==> config.mk <==
export PLATFORM = sky130hd
export DESIGN_NAME = tile_plane
export DESIGN_NICKNAME = d
export VERILOG_FILES = /design/src/rtl/tile_pkg.sv /design/src/rtl/tile_palette.sv /design/src/rtl/tile_plane.sv
export SDC_FILE = /design/constraint.sdc
export NUM_CORES = 1
export LEC_CHECK = 0
export BUFFER_PORTS_ARGS = -buffer_cell sky130_fd_sc_hd__buf_2
export CAP_MARGIN = 10
export CORE_MARGIN = 2
export CORE_UTILIZATION = 46
export CTS_CLUSTER_SIZE = 14
export DETAILED_ROUTE_END_ITERATION = 10
export MAX_ROUTING_LAYER = met4
export PLACE_DENSITY = 0.87
export RECOVER_POWER = 50
export SLEW_MARGIN = 20
export SYNTH_ARGS = -nofsm -noshare
export SYNTH_HDL_FRONTEND = slang
export SYNTH_SLANG_ARGS = --single-unit
==> constraint.sdc <==
create_clock -name pxclk -period 2.2 [get_ports pxclk]
set_input_delay 0.22 -clock pxclk [delete_from_list [all_inputs] [get_ports pxclk]]
set_output_delay 0.22 -clock pxclk [all_outputs]
set_load 0.02 [all_outputs]
==> src/rtl/tile_pkg.sv <==
// tile_pkg: mode encodings, pipeline latency and the fixed colour palette
// shared by the tile plane and the sprite mixer.
package tile_pkg;

    typedef enum logic [1:0] {
        MODE_OFF  = 2'd0,
        MODE_G1   = 2'd1,
        MODE_G2   = 2'd2,
        MODE_RSVD = 2'd3
    } mode_e;

    localparam int LAT = 4;

    // TMS9918 colours in 12-bit RGB; entry 0 doubles as "transparent".
    localparam logic [11:0] PALETTE [16] = '{
        12'h000, 12'h000, 12'h2C4, 12'h5D7,
        12'h54F, 12'h77F, 12'hD54, 12'h4EF,
        12'hF55, 12'hF77, 12'hDC3, 12'hEC8,
        12'h2B3, 12'hC5B, 12'hCCC, 12'hFFF
    };

    function automatic int scale_log2(input int s);
        int n;
        n = 0;
        while ((1 << n) < s) n = n + 1;
        return n;
    endfunction

endpackage

==> src/rtl/tile_palette.sv <==
// tile_palette: registered 4-bit index to 12-bit RGB lookup.
// Shared with the sprite mixer so both planes use the same colours.
module tile_palette
    import tile_pkg::*;
(
    input  logic        clk,
    input  logic        reset,
    input  logic [3:0]  index,
    output logic [11:0] rgb
);

    always_ff @(posedge clk or posedge reset) begin
        if (reset) rgb <= '0;
        else       rgb <= PALETTE[index];
    end

endmodule

==> src/rtl/tile_plane.sv <==
// tile_plane: tile-mode background renderer. Position in, four stages
// through name/pattern/colour fetches, registered RGB out.
module tile_plane
    import tile_pkg::*;
#(
    parameter int SCALE = 2,
    parameter int COLS  = 32,
    parameter int ROWS  = 24,
    parameter int VA_W  = 14
) (
    input  logic            pxclk,
    input  logic            reset,
    input  logic            hsync_in,
    input  logic            vsync_in,
    input  logic            active_in,
    input  logic            border_in,
    input  logic [9:0]      col_in,
    input  logic [9:0]      row_in,
    input  logic [1:0]      cfg_mode,
    input  logic [3:0]      cfg_name_base,
    input  logic [2:0]      cfg_pattern_base,
    input  logic [7:0]      cfg_colour_base,
    input  logic [3:0]      cfg_backdrop,
    output logic            hsync_out,
    output logic            vsync_out,
    output logic            active_out,
    output logic            border_out,
    output logic [VA_W-1:0] name_raddr,
    input  logic [7:0]      name_rdata,
    output logic [VA_W-1:0] pattern_raddr,
    input  logic [7:0]      pattern_rdata,
    output logic [VA_W-1:0] colour_raddr,
    input  logic [7:0]      colour_rdata,
    output logic [11:0]     rgb
);

    localparam int SH = scale_log2(SCALE);

    mode_e      sh_mode;
    logic [3:0] sh_name;
    logic [2:0] sh_pat;
    logic [7:0] sh_col;
    logic [3:0] sh_bd;
    logic       vs_prev;

    always_ff @(posedge pxclk or posedge reset) begin
        if (reset) begin
            vs_prev <= 1'b0;
            sh_mode <= MODE_OFF;
            sh_name <= '0;
            sh_pat  <= '0;
            sh_col  <= '0;
            sh_bd   <= '0;
        end else begin
            vs_prev <= vsync_in;
            if (vsync_in && !vs_prev) begin
                sh_mode <= mode_e'(cfg_mode);
                sh_name <= cfg_name_base;
                sh_pat  <= cfg_pattern_base;
                sh_col  <= cfg_colour_base;
                sh_bd   <= cfg_backdrop;
            end
        end
    end

    logic [7:0] px;
    logic [7:0] py;
    logic       in_area;

    assign px = 8'(col_in >> SH);
    assign py = 8'(row_in >> SH);
    assign in_area = (int'(col_in) < COLS * 8 * SCALE)
                  && (int'(row_in) < ROWS * 8 * SCALE);
    assign name_raddr = VA_W'({sh_name, py[7:3], px[7:3]});

    logic [2:0]     c1;
    logic [2:0]     c2;
    logic [2:0]     r1;
    logic [1:0]     third1;
    logic           area1;
    logic           area2;
    logic [LAT-1:0] hs_d;
    logic [LAT-1:0] vs_d;
    logic [LAT-1:0] act_d;
    logic [LAT-1:0] bd_d;
    logic [3:0]     idx3;
    logic [3:0]     pix_idx;

    always_ff @(posedge pxclk or posedge reset) begin
        if (reset) begin
            c1     <= '0;
            c2     <= '0;
            r1     <= '0;
            third1 <= '0;
            area1  <= 1'b0;
            area2  <= 1'b0;
            hs_d   <= '0;
            vs_d   <= '0;
            act_d  <= '0;
            bd_d   <= '0;
            idx3   <= '0;
        end else begin
            c1     <= px[2:0];
            r1     <= py[2:0];
            third1 <= py[7:6];
            area1  <= in_area;
            c2     <= c1;
            area2  <= area1;
            hs_d   <= {hs_d[LAT-2:0], hsync_in};
            vs_d   <= {vs_d[LAT-2:0], vsync_in};
            act_d  <= {act_d[LAT-2:0], active_in};
            bd_d   <= {bd_d[LAT-2:0], border_in};
            idx3   <= pix_idx;
        end
    end

    always_comb begin
        pattern_raddr = '0;
        colour_raddr  = '0;
        unique case (sh_mode)
            MODE_G1: begin
                pattern_raddr = VA_W'({sh_pat, name_rdata, r1});
                colour_raddr  = VA_W'({sh_col, 1'b0, name_rdata[7:3]});
            end
            MODE_G2: begin
                pattern_raddr = VA_W'({sh_pat[2], third1, name_rdata, r1});
                colour_raddr  = VA_W'({sh_col[7], third1, name_rdata, r1});
            end
            default: ;
        endcase
    end

    logic       pat_bit;
    logic       mode_on;
    logic [3:0] fg_idx;

    assign mode_on = (sh_mode == MODE_G1) || (sh_mode == MODE_G2);

    // Timing taps at index 1 belong to the pixel whose data is now in S2.
    always_comb begin
        pat_bit = pattern_rdata[3'd7 - c2];
        fg_idx  = pat_bit ? colour_rdata[7:4] : colour_rdata[3:0];
        if (fg_idx == 4'd0) fg_idx = sh_bd;
        pix_idx = fg_idx;
        if (bd_d[1])                 pix_idx = sh_bd;
        else if (!act_d[1])          pix_idx = 4'd0;
        else if (!mode_on || !area2) pix_idx = sh_bd;
        else                         pix_idx = fg_idx;
    end

    tile_palette u_palette (
        .clk   (pxclk),
        .reset (reset),
        .index (idx3),
        .rgb   (rgb)
    );

    assign hsync_out  = hs_d[LAT-1];
    assign vsync_out  = vs_d[LAT-1];
    assign active_out = act_d[LAT-1];
    assign border_out = bd_d[LAT-1];

endmodule
==> results.md, run 1 <==
Status:
- The flow ran to the end, and the final reports show no timing, DRC or antenna violations.

Setup path:
- The critical path's slowest cell is nor2_2.
- The type of element capturing the critical path is an output port.
- The startpoint type of the worst setup path is a register.
- The data required time at the worst endpoint is 1980 ps.
- The register-to-register setup slack is 260 ps.
- The largest single stage delay on the critical path is 450 ps.
- The critical path class is reg2out.
- The most common cell type on the critical path is nor2b_1.
- In this run the worst path has a maximum fanout of 13.
- The data arrival time at the worst-slack endpoint is 1870 ps.
- Traced cell by cell, the critical path runs through inv_1, ha_1, nor2b_1, nor2_2, nor2b_1, buf_2.

GRT:
- The first global-routing pass estimated 8920 microns of wire.
- The initial antenna violation count came to 0.
- Global routing used 18.4% of the available tracks.
- The largest net degree at the start of global routing is 40.
- Summed over all layers, the global routing overflow is 0.
- The number of global-route vias before repair is 2071.

Timing:
- For the pin with the worst max-slew slack, the measured transition is 1020 ps.
- The count of endpoints failing setup in the final report is 0.
- Setup repair after global routing could not meet its margin everywhere.
- Static timing analysis puts the maximum clock frequency at 0.478 GHz.
- The hold violation total from the final report is 0.
- The tightest hold path in the finished design has a slack of 30.8 ps.
- In this run the tightest slew margin relative to its limit is 32.1%.
- The setup clock skew after layout is 3.61 ps.
- The time the worst path needs with I/O delays and setup is 2090 ps.
- The worst path setup slack after routing is 110 ps.
- The number of slew-limit violations in the final report is 0.
- The final cycle utilization of the critical path is 95.0%.

Detailed routing:
- The first-iteration detailed-routing DRC count is 122.
- For this run, design rule violations remaining after detail routing come to 0.
- The total via count in the routed design is 2061.
- After detailed routing, the number of vias per cell comes to 4.99.
- The total detailed-routing wirelength is 5690 microns.
- The total iterations of the first detailed-routing run is 4.
- The per-cell routed wire length is 13.8 microns.
- The antenna violation net count after detailed routing is 0.

Floorplanning:
- The die covers 6750 sq um.
- The die is 82.2 microns wide.
- The total I/O pin count is 129.
- The core region area is 5920 sq um.
- The initialized floorplan defines 28 standard-cell rows.
- From bottom edge to top edge, the die measures 82.2 microns.
- The initial core utilization is 47.5%.

Power:
- In this run the static leakage power is 0.00180 uW.
- The total power per unit cell area is 913 nW/um^2.
- The total power after layout is 3340 uW.
- The largest vdd supply drop is 0.595 mV.

Synthesis:
- The number of library cell types mapped by synthesis is 25.
- The number of synthesized register bits is 66.
- The net count of the mapped netlist is 300.
- For this run, asynchronously set or reset flops after synthesis account for 100%.
- The cell area after synthesis is 2810 sq um.
- Sorting the synthesized cells by how often they occur yields dfrtp_1, mux2_2, a22o_1.
- The most used flip-flop cell after synthesis is dfrtp_1.
- During synthesis, Yosys emitted a total of 0 warnings.
- The share of the Yosys chip area taken by registers is 58.7%.
- The mean post-synth cell area is 12.8 sq um.
- Sorting the synthesized cells by area gives the leading types as dfrtp_1, mux2_2, a22o_1, ha_1, nor2b_1.
- The post-synthesis cell type with the largest combined area is dfrtp_1.
- In the synthesized netlist, the number of instances is 219.
- Yosys mapped a number of flops with a built-in enable equal to 0.
- The area fraction of the dominant cell type after synthesis is 58.7%.
- Yosys instantiated no cell more often than dfrtp_1.

Layout:
- Once layout is done, the placed cells without fillers occupy 3660 sq um.
- In the final layout, the share of cells above drive strength 1 is 37.6%.
- For this run, the post-layout net count is 416.
- Compared with the post-synthesis result, the final layout area differs by 30.1%.
- The count of inserted antenna diode cells is 0.

Placement:
- The total cell area at the placement stage is 3380 sq um.
- At the end of routability-driven placement, the weighted congestion stood at 0.781.
- In this run the tool buffered the top-level ports with 110 buffer cells.
- The worst setup timing slack at the placement stage is 230 ps.
- The HPWL after detailed placement is 4170 microns.

Clock network:
- In this run the clock root is driven by a clkbuf_8.
- Counting the buffers created by CTS gives 9.
- The clock transition time at the flip-flop clock pins of the worst setup and hold paths is 70 ps.
- In this run the number of H-tree levels came out at 3.
- CTS saw 66 sinks.
- No sink is reached through more buffers than the 2 on the longest clock path.
- The clock tree from TritonCTS is yes.
- The clock latency at the later pin of the worst-skew pair is 330 ps.

Worst hold path:
- The class of the tightest hold or removal check is in2reg.

Job:
- The max-cap check violation count is 0.
sequential cells by signal, indices dropped and copies added, names as in the netlist:
signal	flops
act_d	4
area1	1
area2	1
bd_d	4
c1	3
c2	3
hs_d	4
idx3	4
r1	3
sh_bd	4
sh_col	8
sh_mode	2
sh_name	4
sh_pat	3
third1	2
u_palette.rgb	12
vs_d	4
layout make-up:
cell class / count / area [sq um]
repair buffers: 127 / 674
clock inverters: 3 / 65.1
well taps: 75 / 93.8
multi-input cells: 122 / 997
fillers: 501 / 2260
inverters: 9 / 33.8
clock buffers: 11 / 141
flip-flops and latches: 66 / 1650
repair_timing:
| action | in CTS | in global routing |
|---|---|---|
| setup endpoints to repair | 13 | 8 |
| gates resized for setup | 1 | 0 |
| hold buffers | 12 | 0 |
| hold endpoints to repair | 38 | 0 |
| setup buffers | 0 | 0 |
per-stage QoR:
stage / cells / utilization [%] / setup TNS, ps
floorplan: 219 / - / 0
global placement: 387 / 57.0 / 0
detailed placement: 387 / 57.0 / 0
CTS: 413 / 62.6 / 0
global route: 413 / 61.8 / -93.0
finish: 413 / 61.8 / 0
final timing paths:
check                            from                to  cells past startpoint
max reg2reg                     c2[0]           idx3[2]                      4
min reg2reg                   hs_d[0]           hs_d[1]                      0
min in group asynchronous       reset  u_palette.rgb[1]                      3
max                        sh_mode[0]  pattern_raddr[5]                      6
max in group asynchronous       reset         third1[0]                      4
min                         row_in[8]         third1[1]                      1
where the power goes:
part           leakage (uW)  internal [uW]  switching [uW]
clock              0.000105            655             426
combinational      0.000913            321             465
sequential         0.000777           1370            97.8
kinds of logic after synthesis:
| group | count (synthesis) | share of synthesized area [%] |
|---|---|---|
| compound gates | 38 | 9.57 |
| xor+xnor | 1 | 0.312 |
| fa+ha+maj | 10 | 4.45 |
| mux | 32 | 13.6 |
| flops | 66 | 58.7 |
| buf+inv | 31 | 5.87 |
| simple gates | 41 | 7.48 |
critical path, delay by kind of cell (launching register included):
family,cells,cell delay (ps)
buffers and inverters,2,250
adder cells (fa/ha/maj),1,310
flip-flops,1,350
AND/OR/NAND/NOR,3,630
placed cells by master, fill, tap and decap left out:
cell	synthesis	routed
nor2_2	0	1
buf_4	11	3
bufinv_16	0	2
clkbuf_4	0	1
clkbuf_8	0	10
o22ai_1	1	1
buf_2	0	86
o21ai_0	11	11
dfrtp_1	66	66
and2_1	1	1
nand2b_1	1	1
nor3_1	1	1
mux2i_1	10	10
ha_1	10	10
mux4_2	3	3
nor2b_1	17	17
clkinv_2	0	1
a22o_1	18	18
nand2_1	11	11
a21oi_1	5	5
mux2_2	19	19
inv_1	9	9
nor2_1	7	6
a211oi_1	1	1
xnor2_1	1	1
nor4_1	2	2
a22oi_1	1	1
dlygate4sd3_1	0	12
or2_2	1	1
clkbuf_1	10	26
a311o_1	1	1
metal layers:
metal / GRT usage [%] / vias up / routed length, microns
met5: - / - / 0
met4: 10.0 / 0 / 118
met3: 3.70 / 11 / 312
met2: 32.5 / 76 / 3090
met1: 19.3 / 1003 / 2170
li1: - / 971 / -
(Power assumes the default switching activity.)
==> inputs of run 2 (changes only) <==
CORE_MARGIN = unset   (was 2)
==> run 2 against run 1 <==
Clock skew grew 0.63 ps. Total power fell by 5.0%. Maximum frequency increased by 1.0%. Design area up 0.10%. Critical endpoint is now pattern_raddr[7]. Largest power group unchanged. Highest routed layer unchanged.
==> results.md, run 2 (synthesized netlist as in run 1, its figures left out) <==
Setup path:
- STA classifies the critical path startpoint as a register.
- The maximum fanout count along the critical path is 13 (unchanged).
- The peak per-stage delay on the critical path is 430 ps (-20 ps).
- The most common cell type on the critical path is nor2b_1.
- Traced cell by cell, the critical path runs through inv_1, ha_1, nor2b_1, nor2_2, nor2b_1, buf_2.
- The worst setup path is of the reg2out kind.
- For this design, the slowest cell found on the critical path is nor2_2.
- The buffering stage count on the worst path with inverters included was 2 (unchanged).
- The data arrival time at the worst-slack endpoint is 1850 ps (-20 ps).
- The worst setup path is captured at an output port.
- The data required time at the worst endpoint was 1980 ps (about the same).
- Grouping stages by cell kind, the critical path spends the most delay in simple AND/OR/NAND/NOR gates.

Timing:
- The final cycle utilization of the critical path is 94.0% (-0.98 points).
- The setup TNS was 0 ps (unchanged).
- The worst path setup slack after routing is 131 ps (+21.6 ps).
- The number of slew-limit violations in the final report is 0 (unchanged).
- The worst relative slew slack is 53.7% (+22 points).
- The count of endpoints failing setup in the final report is 0 (unchanged).
- The setup clock skew after layout came to 4.24 ps (+0.626 ps).
- The maximum frequency from static timing analysis was 0.483 GHz (+1.0%).
- Setup repair after global routing left no endpoint under its margin.
- The transition time at the pin with the least slew margin is 694 ps (-323 ps).
- The time the worst path needs with I/O delays and setup is 2070 ps (-21.6 ps).
- The hold violation total from the final report came to 0 (unchanged).

Layout:
- The largest registers in the layout are u_palette.rgb (12), sh_col (8).
- The number of flip-flops in the largest register is 12 (unchanged).
- Compared with the post-synthesis result, the final layout area differs by 30.2%.
- The share of cells above drive strength 1 is 45.0% (+7.4 points).
- In the layout the commonest cells are buf_2, dfrtp_1, mux2_2, a22o_1, nor2b_1.
- The count of inserted antenna diode cells is 0 (unchanged).
- The library cell used most frequently in the layout, excluding fill and tap cells, is buf_2.
- The register with the most flip-flops is u_palette.rgb.
- The number of filler instances in the final layout was 474 (-5.4%).
- The final standard cell utilization of the core is 61.8% (+0.063 points).
- The number of nets in the finished design is 416 (unchanged).

Placement:
- The number of buffers inserted by port buffering came to 110 (unchanged).
- The HPWL after detailed placement is 4000 microns (-4.0%).
- The worst setup timing slack at the placement stage was 270 ps (+39.0 ps).
- The final weighted congestion in routability-driven placement was 0.850 (+8.8%).

Clock network:
- The clock sink count is 66 (unchanged).
- The total clock buffers created by CTS is 9 (unchanged).
- The maximum clock insertion buffer count is 2 (unchanged).
- The clock latency at the later pin of the worst-skew pair came to 330 ps (about the same).
- TritonCTS built the clock tree.
- The clock transition time at the flip-flop clock pins of the worst setup and hold paths came to 70 ps (about the same).
- The post-CTS setup buffer count was 0 (unchanged).
- The CTS root buffer is clkbuf_8.
- The CTS H-tree depth is 3 (unchanged).

GRT:
- The global-route met3 utilization was 5.91% (+2.2 points).
- The largest net degree at the start of global routing came to 53 (+33%).
- The routing usage on met2 came to 32.9% (+0.41 points).
- The global route total overflow is 0 (unchanged).
- The first-pass GRT wire length is 8740 microns (-2.1%).
- The number of global-route vias before repair is 1995 (-3.7%).
- The most used routing layer in global routing is met2.
- The total global routing track utilization came to 18.9% (+0.49 points).
- The met1 track demand over resource in global routing is 19.5% (+0.24 points).
- The initial antenna violation count came to 0 (unchanged).

Detailed routing:
- The per-cell routed wire length came to 13.5 microns (-2.2%).
- The total detailed-routing wirelength is 5590 microns (-1.7%).
- The total iterations of the first detailed-routing run is 4 (unchanged).
- The antenna violation net count after detailed routing is 0 (unchanged).
- The total via count in the routed design is 2071 (+0.49%).
- The DRC violation count after routing came to 0 (unchanged).
- The post-detailed-route via-to-cell ratio is 4.99 (about the same).
- The first-iteration detailed-routing DRC count is 72 (-41%).

Floorplanning:
- The number of rows created at floorplan was 28 (unchanged).
- The vertical die dimension came to 80.2 microns (-2.4%).
- The total I/O pin count is 129 (unchanged).
- The core region area was 5920 sq um (unchanged).
- The initial core utilization is 47.5% (unchanged).
- The area enclosed by the die boundary is 6430 sq um (-4.8%).
- The x dimension of the die is 80.2 microns (-2.4%).

Power:
- The relative contribution of combinational cells to total power is 25.5% (+2.0 points).
- The largest vdd supply drop was 0.544 mV (-8.7%).
- The power share of the sequential group is 46.1% (+2.0 points).
- The net switching fraction of the power is 32.8% (+3.1 points).
- The internal power contribution is 2130 uW (-9.2%).
- The clock share of power is 28.4% (-4.0 points).
- The static leakage is 0.00184 uW (+2.3%).
- The switching power is 1040 uW (+5.1%).
- The total power per unit cell area is 866 nW/um^2 (-5.1%).

Worst hold path:
- The worst hold path belongs to the class in2reg.

Status:
- The flow ran to the end, and the final reports show no timing, DRC or antenna violations.

Job:
- The max-cap check violation count is 0 (unchanged).
[run 2: cell count changes in the layout (fill, tap and decap cells not counted)]
cell,delta
buf_2,+21
buf_4,+1
bufinv_16,-2
clkbuf_1,-23
clkbuf_8,-1
clkinv_4,+1
clkinvlp_4,+3
inv_6,+2
nor2b_1,-1
nor2b_2,+1
[run 2: repair_timing]
action | 4_1_cts | 5_1_grt
hold buffers | 12 | 0
setup endpoints to repair | 13 | 0
gates resized for setup | 1 | 0
hold endpoints to repair | 25 | 0
[run 2: final cells by class]
cell class	count	area, sq um	area share [%]
Multi-Input combinational cell	122	1000	27.3
Timing Repair Buffer	127	704	19.2
Tap cell	75	93.8	2.56
Inverter	9	33.8	0.923
Sequential cell	66	1650	45.1
Clock buffer	9	124	3.38
Clock inverter	7	53.8	1.47
[run 2: power by group through the flow]
stage	clock network (uW)	logic, uW	registers (uW)
floorplan	0	473	1560
global placement	0	773	1480
detailed placement	0	798	1490
CTS	933	817	1460
global route	990	882	1490
finish	900	809	1460
[run 2: worst paths after layout]
kind                       startpoint                end  slack [ps]  depth (start not counted)
max in group asynchronous       reset          sh_col[5]         620                          4
min reg2reg                  act_d[0]           act_d[1]         350                          0
min                         row_in[7]          third1[0]          40                          1
min in group asynchronous       reset  u_palette.rgb[10]         450                          3
max reg2reg                     c2[0]            idx3[0]         250                          4
max                        sh_mode[0]   pattern_raddr[7]         130                          6
[run 2: metrics by stage]
stage	total power, uW	hold slack [ps]	std cells	area, sq um
6_report	3170	42.5	415	3660
5_1_grt	3360	42.5	415	3660
4_1_cts	3210	2.50	415	3680
3_5_place_dp	2290	194	387	3380
3_3_place_gp	2250	182	387	3380
2_1_floorplan	2030	251	219	2810
[run 2: routing by layer]
layer	vias up	routed length (microns)
met5	-	0
met4	0	117
met3	17	280
met2	83	3010
met1	989	2180
li1	982	-
==> inputs of run 3 (changes only) <==
BUFFER_PORTS_ARGS = unset   (was -buffer_cell sky130_fd_sc_hd__buf_2)
CORE_UTILIZATION = 60   (was 46)
DONT_BUFFER_PORTS = 1   (was unset)
PLACE_DENSITY = 0.84   (was 0.87)
clock period = 2.32 ns   (was 2.2 ns; I/O delays follow)
==> run 3 against run 2 <==
The run now ends with max-capacitance violations, max-slew violations left. Wire length is 13% lower. Worst setup slack better by 120 ps. Sequential cell count did not move. Register-to-register slack better by 130 ps. Sequential power increased by 3%. Count of clock-buffer cells in the layout is 2 higher.
==> results.md, run 3 (synthesized netlist as in run 1, its figures left out) <==
Detailed routing:
- The DRC violation count after routing came to 0 (unchanged).
- The antenna violation net count after detailed routing was 0 (unchanged).
- The total iterations of the first detailed-routing run came to 4 (unchanged).
- The first-iteration detailed-routing DRC count was 102 (+42%).
- The post-detailed-route via-to-cell ratio is 5.79 (+16%).
- The total via count in the routed design is 1713 (-17%).
- The per-cell routed wire length is 16.4 microns (+22%).
- The total detailed-routing wirelength came to 4870 microns (-13%).

Power:
- The clock share of power is 35.4% (+7.0 points).
- The switching power is 915 uW (-12%).
- The largest vdd supply drop is 0.719 mV (+32%).
- The internal power contribution came to 2210 uW (+3.5%).
- The static leakage was 0.00148 uW (-19%).
- The power share of the sequential group came to 47.9% (+1.8 points).
- The net switching fraction of the power is 29.3% (-3.5 points).
- The relative contribution of combinational cells to total power was 16.7% (-8.8 points).
- The total power per unit cell area is 960 nW/um^2 (+11%).

Timing:
- The transition time at the pin with the least slew margin is 1530 ps (+833 ps).
- The final cycle utilization of the critical path is 89.0%.
- The number of slew-limit violations in the final report came to 67 (+67).
- The maximum frequency from static timing analysis is 0.484 GHz.
- The hold violation total from the final report was 0 (unchanged).
- The setup clock skew after layout is 5.16 ps (+0.926 ps).
- Setup repair after global routing left no endpoint under its margin.
- The worst relative slew slack is -1.85% (-56 points).
- The count of endpoints failing setup in the final report was 0 (unchanged).
- The smallest clock period supported by the final layout is computed as 2060 ps.
- The setup TNS is 0 ps (unchanged).

Floorplanning:
- The initial core utilization was 63.7% (+16 points).
- The vertical die dimension is 70.5 microns (-12%).
- The x dimension of the die is 70.5 microns (-12%).
- The total I/O pin count came to 129 (unchanged).
- The core region area was 4410 sq um (-25%).
- The area enclosed by the die boundary is 4960 sq um (-23%).
- The number of rows created at floorplan is 24 (-14%).

Layout:
- The share of cells above drive strength 1 was 23.8% (-21 points).
- The number of nets in the finished design is 320 (-23%).
- The library cell used most frequently in the layout, excluding fill and tap cells, is dfrtp_1.
- Relative to the synthesized area, the layout overhead comes to 15.7%.
- Leaving out fill and tap cells, the most frequent cells in the layout are dfrtp_1, mux2_2, a22o_1, nor2b_1, buf_4.
- The final cell area excluding filler cells is 3250 sq um (-11%).
- The largest registers in the layout are u_palette.rgb (12), sh_col (8).
- The number of filler instances in the final layout is 265 (-44%).
- The count of inserted antenna diode cells is 0 (unchanged).
- The number of flip-flops in the largest register came to 12 (unchanged).
- More flip-flops sit in one register than any other, and that register is u_palette.rgb.

Clock network:
- The post-CTS setup buffer count came to 0 (unchanged).
- The maximum clock insertion buffer count is 2 (unchanged).
- The clock sink count is 66 (unchanged).
- The total clock buffers created by CTS was 9 (unchanged).
- The tree is rooted in a clkbuf_8.
- TritonCTS built the clock tree.
- The clock latency at the later pin of the worst-skew pair is 330 ps (about the same).
- The CTS H-tree depth is 3 (unchanged).
- The clock transition time at the flip-flop clock pins of the worst setup and hold paths is 70 ps (about the same).

Worst hold path:
- The number of instances on the worst hold path is 2 (+1).
- The tightest min-delay check is of the in2reg type.

Setup path:
- The setup path with the least slack is of type reg2out.
- The register-to-register setup slack is 380 ps (+130 ps).
- The startpoint type of the worst setup path is a register.
- The data arrival time at the worst-slack endpoint is 1830 ps (-20 ps).
- STA classifies the critical path endpoint as an output port.
- The maximum fanout count along the critical path is 13 (unchanged).
- The data required time at the worst endpoint is 2090 ps (+110 ps).
- The depth of the most critical reg-to-reg path was 4 (unchanged).

GRT:
- The global route total overflow is 0 (unchanged).
- The total global routing track utilization was 21.5% (+2.6 points).
- The largest net degree at the start of global routing was 67 (+26%).
- The number of global-route vias before repair is 1674 (-16%).
- The first-pass GRT wire length is 7700 microns (-12%).
- The initial antenna violation count is 0 (unchanged).

Placement:
- The final weighted congestion in routability-driven placement came to 0.778 (-8.4%).
- The HPWL after detailed placement came to 3190 microns (-20%).
- The total cell area at the placement stage was 2880 sq um (-15%).
- The number of buffers inserted by port buffering is 0 (-100%).

Status:
- The final reports fail on max-capacitance violations, max-slew violations.
- The flow ran to the end, but the final reports show violations.

Job:
- The max-cap check violation count is 1 (+1).
==> run 3: critical path, stage by stage (launching register included) <==
cell and delay [ps]:
dfrtp_1 350, inv_1 50, ha_1 310, nor2b_1 70, nor2_2 410, nor2b_1 120, buf_4 190
==> run 3: through the flow <==
step           instances  worst slack, ps  hold WS [ps]  power, uW  util (%)
3_3_place_gp         266              429           263       2000      65.1
6_report             296              256          34.1       3120      73.7
3_5_place_dp         266              387           263       2020      65.1
5_1_grt              296             78.9          20.5       3270      73.7
4_1_cts              296              233          18.3       3150      73.7
2_1_floorplan        219              429           263       1930         -
==> run 3: path summary, 6_finish.rpt <==
| check | start | to |
|---|---|---|
| setup / recovery | sh_mode[0] | pattern_raddr[2] |
| hold / removal | cfg_mode[0] | sh_mode[0] |
| setup reg to reg | c2[0] | idx3[1] |
| hold reg to reg | c1[1] | c2[1] |
| max in group asynchronous | reset | idx3[1] |
| min in group asynchronous | reset | sh_col[1] |
==> run 3: power groups by stage <==
| stage | Sequential (uW) | Combinational, uW | Clock [uW] |
|---|---|---|---|
| 6_report | 1500 | 521 | 1110 |
| 5_1_grt | 1510 | 566 | 1190 |
| 4_1_cts | 1490 | 524 | 1130 |
| 3_5_place_dp | 1520 | 499 | 0 |
| 3_3_place_gp | 1510 | 486 | 0 |
| 2_1_floorplan | 1480 | 448 | 0 |
==> run 3: cell type report <==
class	count	area, sq um	area share [%]
Timing Repair Buffer	31	265	8.16
Inverter	9	33.8	1.04
Clock inverter	5	85.1	2.62
Multi-Input combinational cell	122	1000	30.7
Clock buffer	11	151	4.66
Tap cell	52	65.1	2.00
Sequential cell	66	1650	50.8
==> run 3: repair_timing <==
| item | in CTS | in global routing |
|---|---|---|
| setup endpoints to repair | 1 | 0 |
| endpoints found under the hold margin | 13 | 0 |
| gates resized for setup | 1 | 0 |
| hold buffers | 14 | 0 |
==> run 3: layer usage <==
layer | global-route usage (%) | vias up | wire [microns]
met5 | - | - | 0
met4 | 13.3 | 0 | 52
met3 | 7.07 | 8 | 261
met2 | 34.6 | 81 | 2690
met1 | 22.9 | 845 | 1860
li1 | - | 779 | -
